<file path="src/rtl/fetch_unit_pkg.sv">
// fetch_unit_pkg: fetch state encodings, default reset PC and address helpers
package fetch_unit_pkg;

    typedef enum logic [1:0] {S_BOOT, S_FETCH, S_WAIT, S_DROP} fetch_state_t;

    localparam logic [31:0] DEFAULT_RESET_PC = 32'h0000_0000;

    function automatic logic [31:0] word_align(input logic [31:0] a);
        return {a[31:2], 2'b00};
    endfunction

endpackage

</file>
<file path="src/rtl/fetch_unit.sv">
// fetch_unit: PC owner issuing one outstanding imem request into a one-entry decode buffer
module fetch_unit
    import fetch_unit_pkg::*;
#(
    parameter logic [31:0] RESET_PC = DEFAULT_RESET_PC
) (
    input  logic        i_clk,
    input  logic        i_rst_n,
    input  logic        i_b_taken,
    input  logic [31:0] i_b_pc,
    output logic        o_imem_req,
    output logic [31:0] o_imem_addr,
    input  logic        i_imem_ack,
    input  logic [31:0] i_imem_data,
    output logic        o_valid,
    output logic [31:0] o_instr,
    output logic [31:0] o_pc,
    input  logic        i_ready,
    output logic        o_misalign
);

    fetch_state_t state, state_d;
    logic [31:0] pc, pc_d, redir_pc, redir_d, target;
    logic can_take, redirect, capture, valid_d, busy;

    assign target      = word_align(i_b_pc);
    assign can_take    = !o_valid | i_ready;
    assign busy        = (state == S_WAIT) | (state == S_DROP);
    assign redirect    = i_b_taken & (state != S_BOOT);
    assign o_imem_req  = (state == S_FETCH) ? (can_take & !i_b_taken) : busy;
    assign o_imem_addr = pc;
    assign capture     = o_imem_req & i_imem_ack & !i_b_taken & (state != S_DROP);
    assign valid_d     = redirect ? 1'b0 : capture ? 1'b1 : (o_valid & i_ready) ? 1'b0 : o_valid;
    assign redir_d     = (busy & i_b_taken) ? target : redir_pc;

    always_comb begin
        state_d = state;
        pc_d    = pc;
        case (state)
            S_BOOT:  state_d = S_FETCH;
            S_FETCH: begin
                state_d = (o_imem_req & !i_imem_ack) ? S_WAIT : S_FETCH;
                pc_d    = i_b_taken ? target : capture ? pc + 32'd4 : pc;
            end
            S_WAIT: begin
                state_d = i_imem_ack ? S_FETCH : i_b_taken ? S_DROP : S_WAIT;
                pc_d    = !i_imem_ack ? pc : i_b_taken ? target : pc + 32'd4;
            end
            S_DROP: begin
                // a redirect arriving with the ack is newer than the stored one
                state_d = i_imem_ack ? S_FETCH : S_DROP;
                pc_d    = !i_imem_ack ? pc : i_b_taken ? target : redir_pc;
            end
            default: state_d = S_BOOT;
        endcase
    end

    always_ff @(posedge i_clk or negedge i_rst_n) begin
        if (!i_rst_n) begin
            state      <= S_BOOT;
            pc         <= RESET_PC;
            redir_pc   <= RESET_PC;
            o_valid    <= 1'b0;
            o_instr    <= 32'h0;
            o_pc       <= 32'h0;
            o_misalign <= 1'b0;
        end else begin
            state      <= state_d;
            pc         <= pc_d;
            redir_pc   <= redir_d;
            o_valid    <= valid_d;
            o_misalign <= redirect & (i_b_pc[1:0] != 2'b00);
            if (capture) begin
                o_instr <= i_imem_data;
                o_pc    <= pc;
            end
        end
    end

endmodule

</file>
<file path="config.mk">
export PLATFORM = sky130hd
export DESIGN_NAME = fetch_unit
export DESIGN_NICKNAME = d
export VERILOG_FILES = /design/src/rtl/fetch_unit_pkg.sv /design/src/rtl/fetch_unit.sv
export SDC_FILE = /design/constraint.sdc
export NUM_CORES = 1
export LEC_CHECK = 0
export ABC_AREA = 0
export ABC_CLOCK_PERIOD_IN_PS = 2300
export CAP_MARGIN = 20
export CORE_MARGIN = 8
export CORE_UTILIZATION = 48
export CTS_CLUSTER_DIAMETER = 40
export DETAILED_ROUTE_END_ITERATION = 8
export HOLD_SLACK_MARGIN = 0.06
export PLACE_DENSITY = 0.88
export SLEW_MARGIN = 20
export SYNTH_ARGS = -nofsm -noshare
export SYNTH_HDL_FRONTEND = slang
export SYNTH_SLANG_ARGS = --single-unit
</file>
<file path="constraint.sdc">
create_clock -name i_clk -period 2.3 [get_ports i_clk]
set_input_delay 0.69 -clock i_clk [delete_from_list [all_inputs] [get_ports i_clk]]
set_output_delay 0.69 -clock i_clk [all_outputs]
set_load 0.02 [all_outputs]
</file>
==> results by stage, run 1 <==
Placement:
- Detailed placement finished with a half-perimeter wire length of 12300 µm.
- Buffers placed on the I/O ports in this run total 163.
- The placed instances occupy a cell area of 7970 µm².
- The final weighted congestion in routability-driven placement is 0.862.
- The pre-CTS setup slack is -0.552 ns.

Timing:
- In the finished design, the share of the clock period the worst path needs comes to 98.2%.
- Subtracting the final worst setup slack from the clock period gives 2.26 ns.
- The slew at the pin closest to its max-slew limit is 0.489 ns.
- Static timing analysis puts the maximum clock frequency at 443 MHz.
- The clock arrives with 0.00676 ns of skew.
- Setup repair after global routing left no endpoint under its margin.
- The relative max-transition margin is 67.1%.
- The final count of pins violating max slew was 0.
- The count of endpoints failing hold in the final timing report is 0.
- Once routing completed, OpenROAD measured the worst setup slack at 0.0407 ns.
- Setup violations remaining at the end of the flow were counted as 0.

Global route:
- The final global-route overflow total is 0.
- The wire length of the first global-routing pass is 27200 µm.
- Entering global routing, the biggest net connects 43 pins.
- The initial antenna violation count was 0.
- Global routing consumed, over all layers together, 21.2% of the routing resources.
- The via count of the first global-routing pass came to 5307.

Clocking:
- The longest clock path from root to sink contains 2 buffers.
- The CTS buffer count is 17.
- The clock slew seen by the registers of the worst setup and hold paths is 0.05 ns.
- The count of H-tree levels built during CTS is 4.
- At the later pin of the worst-skew pair, clock insertion delay measures 0.41 ns.
- TritonCTS built the clock tree.
- The cell chosen for the clock root is sky130_fd_sc_hd__clkbuf_16.
- The number of buffers added for setup after CTS is 0.
- CTS saw 126 sinks.

Pwr:
- For this design the total switching power over the nets is 3.15 mW.
- The worst-case IR drop observed on VDD is 660 µV.
- The leakage power is 3.55 nW.
- The total power divided by cell area is 1100 nW/µm².
- The proportion of total power due to net switching is 33.8%.
- The portion of total power attributed to combinational logic is 38.0%.
- The portion of total power attributed to the clock network is 24.3%.
- The internal power of the cells totals 6.17 mW.
- Sequential cells account for 37.7% of the total power.

Route:
- The routed design uses 1350 µm of met3 wire.
- The highest metal layer carrying signal wires in the routed design is met4.
- The first-pass detailed-route iteration total is 5.
- The post-route antenna net violation count is 0.
- The first-iteration detailed-routing DRC count is 387.
- For this block, the via count after detailed routing is 5002.
- The total met2 wirelength after detailed routing is 8670 µm.
- After detailed routing, the number of remaining DRC violations is 0.
- For this block, the routed nets add up to 16900 µm of wire.
- After detailed routing, the wire length on met1 is 6510 µm.
- The detailed-route wire length per cell is 19.2 µm.
- The average via count per standard cell is 5.67.

Logic synthesis:
- The area fraction of the dominant cell type after synthesis is 53.0%.
- The most used flip-flop cell after synthesis is sky130_fd_sc_hd__dfrtp_1.
- The synthesized netlist occupies a cell area of 5950 µm².
- The synthesized design contains 126 register bits.
- For this run, the number of Yosys warnings is 0.
- The number of different library cells in the post-synthesis netlist is 56.
- The synthesized design spends more area on one cell type than any other, namely sky130_fd_sc_hd__dfrtp_1.
- Counting flops with an async set or reset pin after synthesis yields a share of 100%.
- Synthesis produced a netlist whose cell count is 521.
- Ranked by total cell area, the synthesized netlist is headed by sky130_fd_sc_hd__dfrtp_1 53%, sky130_fd_sc_hd__mux2_2 17%, sky130_fd_sc_hd__a21oi_1 2.9%, sky130_fd_sc_hd__o21ai_0 2.5%, sky130_fd_sc_hd__nand2_1 2.1%.
- After synthesis, flip-flops and latches occupy 53.0% of the total area.
- The number of enable-type register cells in the synthesized netlist is 0.
- Dividing the synthesized area by the synthesized cell count gives 11.4 µm².

Setup path:
- The buffers plus inverters on the worst setup path is 1.
- Data arrives at the worst endpoint at 1.57 ns.
- The largest delay contributor family on the critical path is buffers and inverters.
- STA classifies the critical path endpoint as a primary output.
- The signal on the critical path passes through clkdlybuf4s50_1.
- The kind of launch point of the worst setup path is a flip-flop.
- The critical path in this run is classified as flip-flop to primary output.
- STA puts the critical path data required time at 1.61 ns.
- Along the worst path, the maximum fanout reaches 7.
- For this design, the slowest cell found on the critical path is sky130_fd_sc_hd__clkdlybuf4s50_1.
- For this run, the slowest stage of the critical path takes 0.69 ns.

Final layout:
- The layout overhead on the synthesized area is 42.3%.
- The number of filler cells placed in the layout is 835.
- In the final design database the tool counted 775 nets.
- The fraction of final layout cells with drive strength greater than 1 is 23.6%.
- Summing all non-filler instances in the final layout gives an area of 8470 µm².

Die:
- The die is 127 µm tall.
- The die boundary width is 127 µm.
- In this run the standard cell core region covers 12100 µm².
- The initial standard-cell utilization of the core is 49.4%.
- The die covers 16200 µm².
- The top-level port count is 168.
- The total number of placement rows is 40.

Outcome:
- The run finished with clean final reports.

Job:
- Across the run, the number of max-cap violations was 0.

Worst hold path:
- The worst hold path belongs to the class primary input to asynchronous set/reset pin.
-- cell type report --
type                    count  area (µm²)  area share (%)
flip-flops and latches    126        3160            37.2
multi-input cells         349        2590            30.6
repair buffers            200        1980            23.4
well taps                 168         210            2.48
diodes                      1        2.50          0.0295
clock inverters             3        15.0           0.177
clock buffers              24         472            5.57
inverters                  11        41.3           0.487
-- per-stage QoR --
step | utilization (%) | total power, mW | hold WS [ns] | TNS, ns | instances
finish | 70.2 | 9.31 | 0.195 | 0 | 882
global route | 70.2 | 9.74 | 0.215 | 0 | 881
CTS | 70.1 | 9.38 | 0.191 | 0 | 881
detailed placement | 66.1 | 7.11 | 0.488 | -24.56 | 854
global placement | 66.1 | 6.94 | 0.465 | -16.52 | 854
floorplan | - | 5.21 | 0.394 | 0 | 524
-- cells by family after synthesis --
family	after synthesis	synth area share, %
AO/OA/AOI/OAI	116	12.3
AND/OR/NAND/NOR	127	11.9
other	1	0.0630
adder cells (fa/ha/maj)	1	0.210
flip-flops	126	53.0
XOR/XNOR	10	1.47
multiplexers	91	17.2
buffers and inverters	49	3.82
-- per-layer routing --
layer	global-route usage (%)	vias up
li1	-	2258
met1	24.0	2489
met2	36.3	222
met3	5.78	33
met4	10.1	0
met5	0	-
-- final timing paths --
kind                                  from              end  slack [ns]  cells past startpoint
setup / recovery           o_imem_addr[18]  o_imem_addr[18]        0.04                      1
hold / removal                     i_rst_n          o_pc[5]        0.19                      1
setup reg to reg           o_imem_addr[10]  o_imem_addr[30]        0.25                      5
hold reg to reg               redir_pc[22]     redir_pc[22]        0.50                      1
max in group asynchronous          i_rst_n     redir_pc[31]        1.49                      2
min in group i_clk            redir_pc[22]     redir_pc[22]        0.50                      1
-- cell usage after synthesis (all sizes together) (2+ instances only) --
| master | count |
|---|---|
| o22ai | 8 |
| and3 | 5 |
| nor3b | 10 |
| nand4 | 9 |
| nor2 | 29 |
| o21bai | 2 |
| nor3 | 7 |
| a31oi | 4 |
| a21oi | 35 |
| a22o | 2 |
| o31ai | 2 |
| o31a | 5 |
| dfrtp | 126 |
| and2 | 2 |
| o21ai | 31 |
| a221o | 4 |
| nand2 | 34 |
| nand3 | 16 |
| or3 | 2 |
| inv | 11 |
| clkbuf | 16 |
| a41oi | 3 |
| xor2 | 4 |
| a211oi | 5 |
| xnor2 | 6 |
| nor4 | 5 |
| nand2b | 5 |
| buf | 22 |
| mux2 | 91 |
| a31o | 2 |
-- flip-flops by register name, indices dropped and copies added, names as in the netlist --
signal,cells
o_imem_addr,30
o_instr,32
o_misalign,1
o_pc,30
o_valid,1
redir_pc,30
state,2
-- power by group through the flow --
stage                     combinational (mW)  clock, mW  sequential, mW
after floorplan                         1.09          0            4.13
after global placement                  3.48          0            3.47
after detailed placement                3.57          0            3.54
after CTS                               3.58       2.29            3.51
after global routing                    3.76       2.37            3.61
final                                   3.54       2.26            3.51
-- placed cells by master (no fill, tap or decap), drive strengths merged, types with 3 or more instances in the layout --
cell type and instances:
o31a 5, nor3 7, clkdlybuf4s50 149, buf 40
conb 4, mux2 91, nor3b 10, dlymetal6s2s 6
o21ai 31, clkinv 3, a21oi 35, a41oi 3
and3 5, dlygate4sd2 5, xnor2 6, a211oi 5
nand2b 5, nand4 9, a31oi 4, dfrtp 126
clkbuf 24, nand3 16, nor4 5, nand2 34
inv 11, xor2 4, nor2 29, o22ai 8
a221o 4
-- timing repair --
item,CTS,global route
hold buffers,0,0
gates cloned,0,0
resized for setup,13,6
endpoints found under the setup margin,7,6
pin swaps,1,0
Note: power is estimated with default switching activity, not from simulation.
==> run 2, diff against run 1 <==
--- a/config.mk
+++ b/config.mk
@@ -6,7 +6,6 @@
 export NUM_CORES = 1
 export LEC_CHECK = 0
 export ABC_AREA = 0
-export ABC_CLOCK_PERIOD_IN_PS = 2300
 export CAP_MARGIN = 20
 export CORE_MARGIN = 8
 export CORE_UTILIZATION = 48
==> results of run 2 <==
Same layout as run 1: the final DEF is identical, and so are final timing and power.
